[src/rtl/cw305_aes_sequencer.sv]
// cw305_aes_sequencer
// Runs the AES core from the crypto_clk domain. Two sources can start a run: the
// register GO pulse and the rising edge of the asynchronous usb_trigger pin. A run
// reloads the key if it has changed since the last key load. It then performs
// 1 + I_batch chained encryptions, where each ciphertext becomes the next plaintext.
// While the core runs, the block drives the scope trigger. It captures the final
// ciphertext and reports busy/done/error status.
//
// Ports
//   crypto_clk, reset_i           clock, async active-high reset
//   I_go, I_usb_trigger           start sources (pulse / async level)
//   I_key_changed                 key register was written
//   I_textin, I_batch             first plaintext, extra chained encryptions
//   I_clear_err                   clears the sticky error flags
//   O_busy, O_done, O_cipherout   status and result to the register block
//   O_trigger                     scope trigger, high while the core runs
//   O_timeout_err, O_overrun      sticky error flags
//   O_core_key_load, O_core_load  core command pulses
//   O_core_pt                     plaintext to the core
//   I_core_ready, I_core_done     core handshake
//   I_core_ct                     core ciphertext
module cw305_aes_sequencer #(
    parameter int pBATCH_W = 8,
    parameter int pTIMEOUT = 1024
) (
    input  logic                crypto_clk,
    input  logic                reset_i,
    input  logic                I_go,
    input  logic                I_usb_trigger,
    input  logic                I_key_changed,
    input  logic [127:0]        I_textin,
    input  logic [pBATCH_W-1:0] I_batch,
    input  logic                I_clear_err,
    output logic                O_busy,
    output logic                O_trigger,
    output logic                O_done,
    output logic [127:0]        O_cipherout,
    output logic                O_timeout_err,
    output logic                O_overrun,
    output logic                O_core_key_load,
    output logic                O_core_load,
    output logic [127:0]        O_core_pt,
    input  logic                I_core_ready,
    input  logic                I_core_done,
    input  logic [127:0]        I_core_ct
);

    localparam int WD_W = (pTIMEOUT > 2) ? $clog2(pTIMEOUT) : 1;

    typedef enum logic [1:0] {IDLE, KEY, LOAD, RUN} state_t;

    state_t              state, state_nxt;
    logic                trig_meta, trig_sync, trig_prev;
    logic                trig_rise, start_req;
    logic                key_pending;
    logic [pBATCH_W-1:0] remaining;
    logic [WD_W-1:0]     wd_cnt;
    logic                wd_expired;

    logic accept, capture, chain, timeout_hit, overrun_set;
    logic key_load_nxt, load_nxt, done_nxt, trigger_nxt;

    assign trig_rise  = trig_sync & ~trig_prev;
    assign start_req  = I_go | trig_rise;
    assign wd_expired = (wd_cnt == WD_W'(pTIMEOUT - 1));

    // The O_done cycle still counts as busy, so a request that lands on the
    // done pulse is dropped instead of starting a new run.
    assign O_busy = (state != IDLE) | O_done;

    always_comb begin
        state_nxt    = state;
        accept       = 1'b0;
        capture      = 1'b0;
        chain        = 1'b0;
        timeout_hit  = 1'b0;
        key_load_nxt = 1'b0;
        load_nxt     = 1'b0;
        done_nxt     = 1'b0;
        trigger_nxt  = O_trigger;
        overrun_set  = start_req & O_busy;
        case (state)
            IDLE: begin
                if (start_req && !O_done) begin
                    accept    = 1'b1;
                    state_nxt = key_pending ? KEY : LOAD;
                end
            end
            KEY: begin
                if (wd_expired) begin
                    timeout_hit = 1'b1;
                end else if (I_core_ready) begin
                    key_load_nxt = 1'b1;
                    state_nxt    = LOAD;
                end
            end
            LOAD: begin
                if (wd_expired) begin
                    timeout_hit = 1'b1;
                end else if (I_core_ready) begin
                    load_nxt    = 1'b1;
                    trigger_nxt = 1'b1;
                    state_nxt   = RUN;
                end
            end
            RUN: begin
                // A completion in the timeout cycle still counts as a success.
                if (I_core_done) begin
                    capture     = 1'b1;
                    trigger_nxt = 1'b0;
                    if (remaining == '0) begin
                        done_nxt  = 1'b1;
                        state_nxt = IDLE;
                    end else begin
                        chain     = 1'b1;
                        state_nxt = LOAD;
                    end
                end else if (wd_expired) begin
                    timeout_hit = 1'b1;
                end
            end
            default: state_nxt = IDLE;
        endcase
        if (timeout_hit) begin
            trigger_nxt = 1'b0;
            state_nxt   = IDLE;
        end
    end

    always_ff @(posedge crypto_clk or posedge reset_i) begin
        if (reset_i) begin
            state           <= IDLE;
            trig_meta       <= 1'b0;
            trig_sync       <= 1'b0;
            trig_prev       <= 1'b0;
            key_pending     <= 1'b1;
            remaining       <= '0;
            wd_cnt          <= '0;
            O_trigger       <= 1'b0;
            O_done          <= 1'b0;
            O_cipherout     <= '0;
            O_timeout_err   <= 1'b0;
            O_overrun       <= 1'b0;
            O_core_key_load <= 1'b0;
            O_core_load     <= 1'b0;
            O_core_pt       <= '0;
        end else begin
            state           <= state_nxt;
            trig_meta       <= I_usb_trigger;
            trig_sync       <= trig_meta;
            trig_prev       <= trig_sync;
            O_trigger       <= trigger_nxt;
            O_done          <= done_nxt;
            O_core_key_load <= key_load_nxt;
            O_core_load     <= load_nxt;

            // A key write coinciding with the key load must not be lost.
            if (I_key_changed)     key_pending <= 1'b1;
            else if (key_load_nxt) key_pending <= 1'b0;

            // The watchdog restarts on every state entry and idles at zero.
            if (state_nxt != state || state == IDLE) wd_cnt <= '0;
            else                                     wd_cnt <= wd_cnt + 1'b1;

            if (accept) begin
                O_core_pt <= I_textin;
                remaining <= I_batch;
            end else if (chain) begin
                O_core_pt <= I_core_ct;
                remaining <= remaining - 1'b1;
            end

            if (capture) O_cipherout <= I_core_ct;

            if (I_clear_err)      O_timeout_err <= 1'b0;
            else if (timeout_hit) O_timeout_err <= 1'b1;

            if (I_clear_err)      O_overrun <= 1'b0;
            else if (overrun_set) O_overrun <= 1'b1;
        end
    end

endmodule

[config.mk]
export PLATFORM = sky130hd
export DESIGN_NAME = cw305_aes_sequencer
export DESIGN_NICKNAME = d
export VERILOG_FILES = /design/src/rtl/cw305_aes_sequencer.sv
export SDC_FILE = /design/constraint.sdc
export NUM_CORES = 1
export LEC_CHECK = 0
export BUFFER_PORTS_ARGS = -buffer_cell sky130_fd_sc_hd__buf_2
export CORE_AREA = 2 2 211 213
export CTS_BUF_LIST = sky130_fd_sc_hd__clkbuf_8
export CTS_CLUSTER_SIZE = 16
export DETAILED_ROUTE_END_ITERATION = 8
export DIE_AREA = 0 0 213 215
export PLACE_DENSITY = 0.54
export SYNTH_ARGS = -nofsm -noshare
export SYNTH_HDL_FRONTEND = slang
export SYNTH_SLANG_ARGS = --single-unit
[constraint.sdc]
create_clock -name crypto_clk -period 20 [get_ports crypto_clk]
set_input_delay 1 -clock crypto_clk [delete_from_list [all_inputs] [get_ports crypto_clk]]
set_output_delay 1 -clock crypto_clk [all_outputs]
set_load 0.05 [all_outputs]
==> results of run 1 <==
[per-layer routing]
| layer | global-route usage, % | vias up |
|---|---|---|
| met5 | 0 | - |
| met4 | 5.64 | 12 |
| met3 | 5.83 | 70 |
| met2 | 27.0 | 360 |
| met1 | 18.9 | 4695 |
| li1 | - | 4583 |
[power by group]
part           switching [W]  internal (W)  total [W]  leakage, nW
clock network       0.000235      0.000284   0.000519        0.565
logic                0.00137      0.000464    0.00184         3.70
registers           0.000146      0.000855    0.00100         3.49
total                0.00176       0.00160    0.00336         7.76
[state kept, by name (all words and copies together) (netlist names)]
signal / flops
O_cipherout: 128
O_trigger: 1
O_done: 1
O_timeout_err: 1
state: 2
O_core_key_load: 1
O_core_load: 1
trig_meta: 1
wd_cnt: 10
O_overrun: 1
trig_sync: 1
O_core_pt: 128
key_pending: 1
trig_prev: 1
remaining: 8
[cell type report]
cell class / instances / area, µm²
Sequential cell: 286 / 7160
Inverter: 14 / 60.1
Timing Repair Buffer: 545 / 2760
Antenna cell: 2 / 5.00
Tap cell: 592 / 741
Clock buffer: 61 / 840
Clock inverter: 23 / 116
Multi-Input combinational cell: 641 / 4750
Fill cell: 4439 / 27200
[cells in the mapped netlist, drive strengths merged, types with 2 or more instances]
master     n
mux2i    128
mux2     129
nor2b      2
o211ai     2
nand3      7
a21o       3
or3        4
clkbuf    35
dfrtp    285
a211oi     2
nand3b     2
buf       25
or4        2
and4       2
nand2    142
ha         7
nor2      14
nor3      13
xor2       7
o2111ai    3
o31a       4
a21oi      4
inv       14
nand4      3
xnor2      7
o21ai    141
[path summary, 6_finish.rpt]
| kind | startpoint | end | slack [ns] |
|---|---|---|---|
| worst max-delay path | state[0] | O_core_pt[116] | 16.72 |
| worst min-delay path | trig_meta | trig_sync | 0.35 |
| worst max register to register | state[0] | O_core_pt[116] | 16.72 |
| worst min register to register | trig_meta | trig_sync | 0.35 |
| max in group asynchronous | reset_i | O_cipherout[98] | 17.43 |
| min in group asynchronous | reset_i | O_cipherout[69] | 0.50 |
[logic make-up (layout without fill, tap and decap cells)]
| kind of cell | after synthesis | after routing | synth area share [%] |
|---|---|---|---|
| DFF | 286 | 286 | 58.8 |
| muxes | 257 | 257 | 22.4 |
| and+or+nand+nor | 195 | 195 | 6.78 |
| AOI/OAI and AO/OA | 168 | 168 | 7.84 |
| buffers and inverters | 74 | 643 | 2.44 |
| xor gates and xnor gates | 14 | 14 | 1.01 |
| adders and majority gates | 7 | 7 | 0.719 |
| other | 0 | 2 | 0 |
[stage by stage]
step | instance area, µm² | utilization (%) | instances | total power [W] | hold WS [ns]
2_1_floorplan | 12200 | - | 1001 | 0.00239 | 0.331
3_3_place_gp | 15500 | 35.4 | 2078 | 0.00285 | 0.338
3_5_place_dp | 15500 | 35.4 | 2078 | 0.00287 | 0.347
4_1_cts | 16400 | 37.6 | 2162 | 0.00340 | 0.351
5_1_grt | 16400 | 37.6 | 2162 | 0.00355 | 0.364
6_report | 16400 | 37.6 | 2164 | 0.00336 | 0.349
==> results.yml, run 1 <==
run_status:
  status: "finished, final reports clean"
setup_path:
  cp_max_fo: 49
  reg2reg_depth: 7
  cp_common_cell: "buf_4"
  cp_num_buf_inv: 2
  start_kind: "register"
  crit_path_end_kind: "register"
  crit_cells: 7
  path_class: "reg2reg"
  worst-endpoint-arrival_ns: 3.73
  slowest_stage: "buf_4"
  crit_chain: "ha_1 > nand2_2 > a31oi_4 > buf_4 > buf_4 > mux2i_1 > o21ai_0"
  required_ns: 20.44
  slowest_delay_ns: 0.78
  path_delay_family: "buffers and inverters"
global_routing:
  grt_pass1_wl_um: 57800
  track_usage_pct: 16.1
  globalRouteOverflowTotal: 0
  grt_antenna_before_repair: 7
  first_global_vias: 10200
  grt_max_degree: 110
sta:
  fin_tns_setup_ns: 0
  setup_viol: 0
  slew_headroom_pct: 27.6
  fmax_mhz: 305
  rsz0062_at_grt: "false"
  timing.final.hold_violations: 0
  final_max_slew_viol_count: 0
  skew_ns: 0.0233
  min_period_over_period_pct: 16.4
  min_period_ns: 3.28
  worstMarginPinSlew_ns: 1.09
  worst_slack_ns: 16.72
clock_tree:
  clk_latency_ns: 0.60
  cts_hold_buf: 0
  cts_setup_buffers: 0
  cts-root-buf: "clkbuf_8"
  cts_tree: "yes"
  htree_levels: 2
  cts-buffers-inserted: 50
  clk_pin_slew_ns: 0.06
  cts.sinks: 286
  ctsResizeCount: 0
  cts_buffer_depth: 3
floorplanning:
  die_h_um: 215
  core.rowCount: 77
  start_util_pct: 27.9
  dieArea_mm2: 0.0458
  core_mm2: 0.0436
  die_x_um: 213
  io_pins: 535
route:
  first_pass_iters: 4
  wl_um: 37400
  wl_met2_um: 18000
  drc: 0
  vias: 9720
  postRouteAntennaNets: 0
  drt_iter0_drc: 407
  wl_per_cell_um: 17.3
  top_layer: "met5"
  wl_met3_um: 3310
  viasPerCell: 4.49
  met1_length_um: 15100
flow_run:
  cap_violations: 0
place:
  gp_congestion: 0.837
  preCtsSetupSlack_ns: 16.42
  dpl.hpwl_um: 27000
  io_buffers: 534
synth:
  async_reset_ff_share_pct: 100
  synth_area_leaders: "dfrtp_1, mux2_2, mux2i_1"
  syn_nets: 1280
  yosysTopAreaCell: "dfrtp_1"
  synth_top_area_share_pct: 58.6
  ys_ff_latch: 286
  yosys.cell_types.count: 44
  synth_ff_type: "dfrtp_1"
  netlist_area_mm2: 0.0122
  synth_edf_count: 0
  synth_cells: 1001
  ys_seq_area_share_pct: 58.8
  synth_warnings: 0
  synth_area_per_cell_um2: 12.2
finish:
  layout_common_cells: "buf_2, dfrtp_1, nand2_1, o21ai_0, mux2_2"
  area_growth_pct: 34.9
  nets: 1817
  layout_commonest_cell: "buf_2"
  drive_gt1_share_pct: 47.7
pwr:
  p_leak_nw: 7.76
  power.density_mw_per_mm2: 205
  vdd_drop_max_uv: 131
min_path:
  hold_path.class: "reg2reg"
  holdPathStages: 0
Note: power is estimated with default switching activity, not from simulation.
==> run 2: changes to the inputs <==
- PLACE_DENSITY: 0.54 -> 0.56
- clock period: 20 -> 2.75 ns (I/O delays scaled with it)
==> run 2 against run 1 <==
Net effect: critical path depth increased by 1; power increased to 8.0 times the previous value; register-to-register slack got worse by 17 ns; critical path type unchanged; clock-buffer cell count increased by 3; non-clock buffer count increased by 402.
==> results.yml, run 2 (same netlist as run 1, synthesis figures left out) <==
route:
  wl_per_cell_um: 17.2
  first_pass_iters: 4
  viasPerCell: 4.52
  top_layer: "met4"
  wl_um: 44100
  drt_iter0_drc: 497
  drc: 0
  postRouteAntennaNets: 0
  wl_met2_um: 21900
  vias: 11600
  met1_length_um: 17500
  wl_met3_um: 3110
floorplanning:
  io_pins: 535
  die_x_um: 213
  core.rowCount: 77
  start_util_pct: 27.9
  die_h_um: 215
  core_mm2: 0.0436
  dieArea_mm2: 0.0458
global_routing:
  grt_pass1_wl_um: 69000
  globalRouteOverflowTotal: 0
  grt_antenna_before_repair: 0
  track_usage_pct: 19.0
  first_global_vias: 12600
  grt_max_degree: 100
min_path:
  hold_path.class: "in2reg"
  holdPathStages: 4
  hold_start: "I_go"
  worstHoldEndpoint: "state[1]"
setup_path:
  cp_common_cell: "buf_12"
  start_kind: "register"
  startpoint: "state[1]"
  slowest_delay_ns: 0.58
  r2r_end: "O_core_pt[28]"
  required_ns: 3.22
  slowest_stage: "dlygate4sd3_1"
  rrSetupSlack_ns: 0.07
  cp_max_fo: 30
  path_class: "reg2reg"
  worst-endpoint-arrival_ns: 3.15
  r2r-start: "state[1]"
  reg2reg_depth: 8
  crit_path_end_kind: "register"
  crit_chain: "ha_1 > nand2_2 > a31oi_4 > buf_12 > buf_12 > mux2i_1 > o21ai_0 > dlygate4sd3_1"
sta:
  hold_ws_ns: 0.129
  slew_headroom_pct: 58.9
  rsz0062_at_grt: "false"
  final_max_slew_viol_count: 0
  min_period_ns: 2.68
  setup_viol: 0
  fmax_mhz: 373
  min_period_over_period_pct: 97.4
  worstMarginPinSlew_ns: 0.617
  skew_ns: 0.0183
  timing.final.hold_violations: 0
  worst_slack_ns: 0.0709
pwr:
  p_total_w: 0.0269
  p_leak_nw: 9.60
  vdd_drop_max_uv: 921
  power.density_mw_per_mm2: 1300
place:
  preCtsSetupSlack_ns: 0.380
  io_buffers: 534
  place_area_mm2: 0.0158
  dp.cells: 2098
  dpl.hpwl_um: 28500
  gp_congestion: 0.834
clock_tree:
  clk_pin_slew_ns: 0.06
  cts.sinks: 286
  htree_levels: 2
  cts_buffer_depth: 3
  clk_latency_ns: 0.60
  cts-root-buf: "clkbuf_8"
  cts_tree: "yes"
  cts-buffers-inserted: 50
finish:
  nets: 2219
  layout_commonest_cell: "buf_2"
  num-fill-cells: 3954
  postLayoutCellArea_mm2: 0.0206
  reg.largest.list: "O_cipherout (128), O_core_pt (128), wd_cnt (10)"
  area_growth_pct: 68.9
  layout_common_cells: "buf_2, dlygate4sd3_1, dfrtp_1, nand2_1, o21ai_0"
  final_cells: 2571
  drive_gt1_share_pct: 39.5
run_status:
  status: "finished, final reports clean"
flow_run:
  cap_violations: 0
run 2: metrics by stage:
| stage | setup TNS [ns] | utilization [%] |
|---|---|---|
| finish | 0 | 47.1 |
| global route | 0 | 47.1 |
| CTS | 0 | 47.0 |
| detailed placement | 0 | 36.1 |
| global placement | 0 | 36.1 |
| floorplan | -335.87 | - |
run 2: cell type report:
cell class	count	area [µm²]	area share (%)
multi-input combinational	641	4750	23.1
antenna	1	2.50	0.0122
sequential	286	7160	34.8
inverter	14	56.3	0.274
clock inverter	26	103	0.499
clock buffer	64	881	4.28
tap	592	741	3.60
timing repair buffer	947	6880	33.4
run 2: where the power goes:
group	internal, W	total (W)	leakage [nW]	switching [W]
registers	0.00622	0.00735	3.49	0.00113
logic	0.00507	0.0157	5.52	0.0106
clock network	0.00207	0.00384	0.593	0.00177
total	0.0134	0.0269	9.60	0.0135
run 2: worst max-delay path: cells and delay by family (launching register included):
| kind | cells | cell delay [ns] |
|---|---|---|
| buffers and inverters | 3 | 1.05 |
| DFF | 1 | 0.46 |
| AOI/OAI and AO/OA | 2 | 0.38 |
| adders and majority gates | 1 | 0.27 |
| muxes | 1 | 0.25 |
| and+or+nand+nor | 1 | 0.10 |
run 2: how the worst max path moves through the flow:
stage | depth (start not counted) | slack, ns | endpoint
2_1_floorplan | 1 | -1.18 | O_cipherout[0]
3_3_place_gp | 5 | 0.48 | O_cipherout[99]
3_5_place_dp | 6 | 0.38 | O_trigger
4_1_cts | 7 | 0.02 | O_core_pt[35]
5_1_grt | 8 | 0.007 | O_core_pt[28]
6_report | 8 | 0.07 | O_core_pt[28]
run 2: routing by layer:
metal	global-route usage, %	vias to the layer above
met2	32.7	477
met3	4.91	112
met1	21.9	5644
met4	8.51	0
met5	0	-
li1	-	5391
run 2: repair_timing:
| action | CTS | global route |
|---|---|---|
| buffers inserted | 0 | 5 |
| hold buffers | 376 | 0 |
| endpoints found under the setup margin | 0 | 105 |
| gates resized for setup | 0 | 1 |
| endpoints found under the hold margin | 519 | 0 |
==> run 3: changes to the inputs <==
- CELL_PAD_IN_SITES_DETAIL_PLACEMENT: unset -> 0
- CELL_PAD_IN_SITES_GLOBAL_PLACEMENT: unset -> 1
- PLACE_DENSITY: 0.56 -> 0.69
==> run 3 against run 2 <==
Net effect: register-to-register slack better by 0.03 ns; wire length down 1.2%; global-route usage down 0.39 points; utilization down 0.28 points; sequential power about the same; largest cell class unchanged.
==> results.yml, run 3 (same netlist as run 1, synthesis figures left out) <==
clock_tree:
  htree_levels: 2
  cts_tree: "yes"
  cts-root-buf: "clkbuf_8"
  cts_buffer_depth: 3
  cts.sinks: 286
  clk_pin_slew_ns: 0.06
  clk_latency_ns: 0.62
  cts-buffers-inserted: 51
pwr:
  p_sw_w: 0.0134
  p_int_w: 0.0132
  power_frac_comb_pct: 57.9
  p_leak_nw: 9.50
  pwr-share-seq_pct: 27.5
  vdd_drop_max_uv: 982
  power.density_mw_per_mm2: 1300
  switching_share_pct: 50.3
  clkPwrFrac_pct: 14.6
global_routing:
  first_global_vias: 12600
  grt_pass1_wl_um: 67100
  grt_max_degree: 113
  grt_antenna_before_repair: 3
  track_usage_pct: 18.6
  globalRouteOverflowTotal: 0
floorplanning:
  core_mm2: 0.0436
  io_pins: 535
  core.rowCount: 77
  die_h_um: 215
  dieArea_mm2: 0.0458
  die_x_um: 213
  start_util_pct: 27.9
sta:
  slew_headroom_pct: 58.3
  setup_viol: 0
  rsz0062_at_grt: "false"
  final_max_slew_viol_count: 0
  skew_ns: 0.0385
  min_period_ns: 2.65
  fin_tns_setup_ns: 0
  min_period_over_period_pct: 96.5
  worstMarginPinSlew_ns: 0.625
  fmax_mhz: 377
  hold_ws_ns: 0.0985
  timing.final.hold_violations: 0
min_path:
  hold_start: "I_go"
  holdPathStages: 4
  hold_path.class: "in2reg"
  worstHoldEndpoint: "state[1]"
setup_path:
  path_class: "reg2reg"
  reg2reg_depth: 7
  worst-endpoint-arrival_ns: 3.12
  slowest_stage: "dlygate4sd3_1"
  cp_max_fo: 45
  crit_chain: "inv_1 > ha_1 > a31oi_4 > buf_12 > mux2i_1 > o21ai_0 > dlygate4sd3_1"
  crit_path_end_kind: "register"
  rrSetupSlack_ns: 0.1
  r2r-start: "remaining[0]"
  required_ns: 3.21
  start_kind: "register"
  slowest_delay_ns: 0.60
  r2r_end: "O_core_pt[123]"
route:
  viasPerCell: 4.50
  drc: 0
  wl_um: 43600
  vias: 11500
  first_pass_iters: 4
  wl_per_cell_um: 17.1
  postRouteAntennaNets: 0
  drt_iter0_drc: 598
finish:
  fin_util_pct: 46.9
  layout_common_cells: "buf_2, dlygate4sd3_1, dfrtp_1, nand2_1, o21ai_0"
  reg.largest.list: "O_cipherout (128), O_core_pt (128), wd_cnt (10)"
  postLayoutCellArea_mm2: 0.0205
  drive_gt1_share_pct: 39.2
  nets: 2202
  area_growth_pct: 67.9
  num-fill-cells: 3966
  final_cells: 2550
  layout_commonest_cell: "buf_2"
place:
  gp_congestion: 0.816
  place_area_mm2: 0.0157
  dp.cells: 2088
  io_buffers: 534
  dpl.hpwl_um: 28400
run_status:
  status: "finished, final reports clean"
flow_run:
  cap_violations: 0
[run 3: changes by cell type in the layout (fill, tap and decap cells not counted), moves of 2 or more]
cell / change
clkinvlp_4: +3
dlygate4sd3_1: -4
buf_4: -15
clkbuf_8: -3
buf_16: +2
inv_1: -3
[run 3: worst max-delay path, delay by kind of cell, from the launching register on]
family / cells / cell delay [ns]
adder cells (fa/ha/maj): 1 / 0.29
multiplexers: 1 / 0.32
flip-flops: 1 / 0.42
AO/OA/AOI/OAI: 2 / 0.39
buffers and inverters: 3 / 1.01
[run 3: through the flow]
step / setup WS (ns) / total power [W]
2_1_floorplan: -1.18 / 0.0173
3_3_place_gp: 0.465 / 0.0208
3_5_place_dp: 0.412 / 0.0210
4_1_cts: 0.0187 / 0.0267
5_1_grt: 0.000182 / 0.0281
6_report: 0.0961 / 0.0267
[run 3: worst max-delay path by stage]
stage	from	to	slack (ns)	cells after the start
after global routing	remaining[0]	O_core_pt[14]	0.0002	8
after CTS	state[0]	O_core_pt[122]	0.02	8
after detailed placement	state[0]	O_trigger	0.41	6
after floorplan	reset_i	O_cipherout[0]	-1.18	1
after global placement	state[0]	O_trigger	0.46	6
final	remaining[0]	O_core_pt[123]	0.1	7
[run 3: routing by layer]
layer	up-vias	track usage [%]	wire, µm
li1	5357	-	-
met1	5503	20.4	16800
met2	464	31.5	21000
met3	141	5.45	3360
met4	4	11.1	2420
met5	-	0	30
[run 3: repair_timing]
action | 4_1_cts | 5_1_grt
resized for setup | 0 | 4
endpoints found under the hold margin | 421 | 0
setup endpoints to repair | 0 | 81
buffers inserted | 0 | 1
hold buffers | 372 | 0
[run 3: power groups by stage]
stage	clock network [W]	logic (W)	registers (W)
after floorplan	0	0.00345	0.0139
after global placement	0	0.0136	0.00727
after detailed placement	0	0.0137	0.00733
after CTS	0.00405	0.0153	0.00731
after global routing	0.00424	0.0163	0.00757
final	0.00389	0.0154	0.00734
[run 3: final cells by class]
cell class	count	area, µm²	share of cell area (%)
diodes	1	2.50	0.0122
clock buffers	61	840	4.10
clock inverters	26	139	0.679
inverters	14	56.3	0.275
multi-input cells	641	4750	23.2
flip-flops and latches	286	7160	35.0
well taps	592	741	3.62
repair buffers	929	6760	33.1
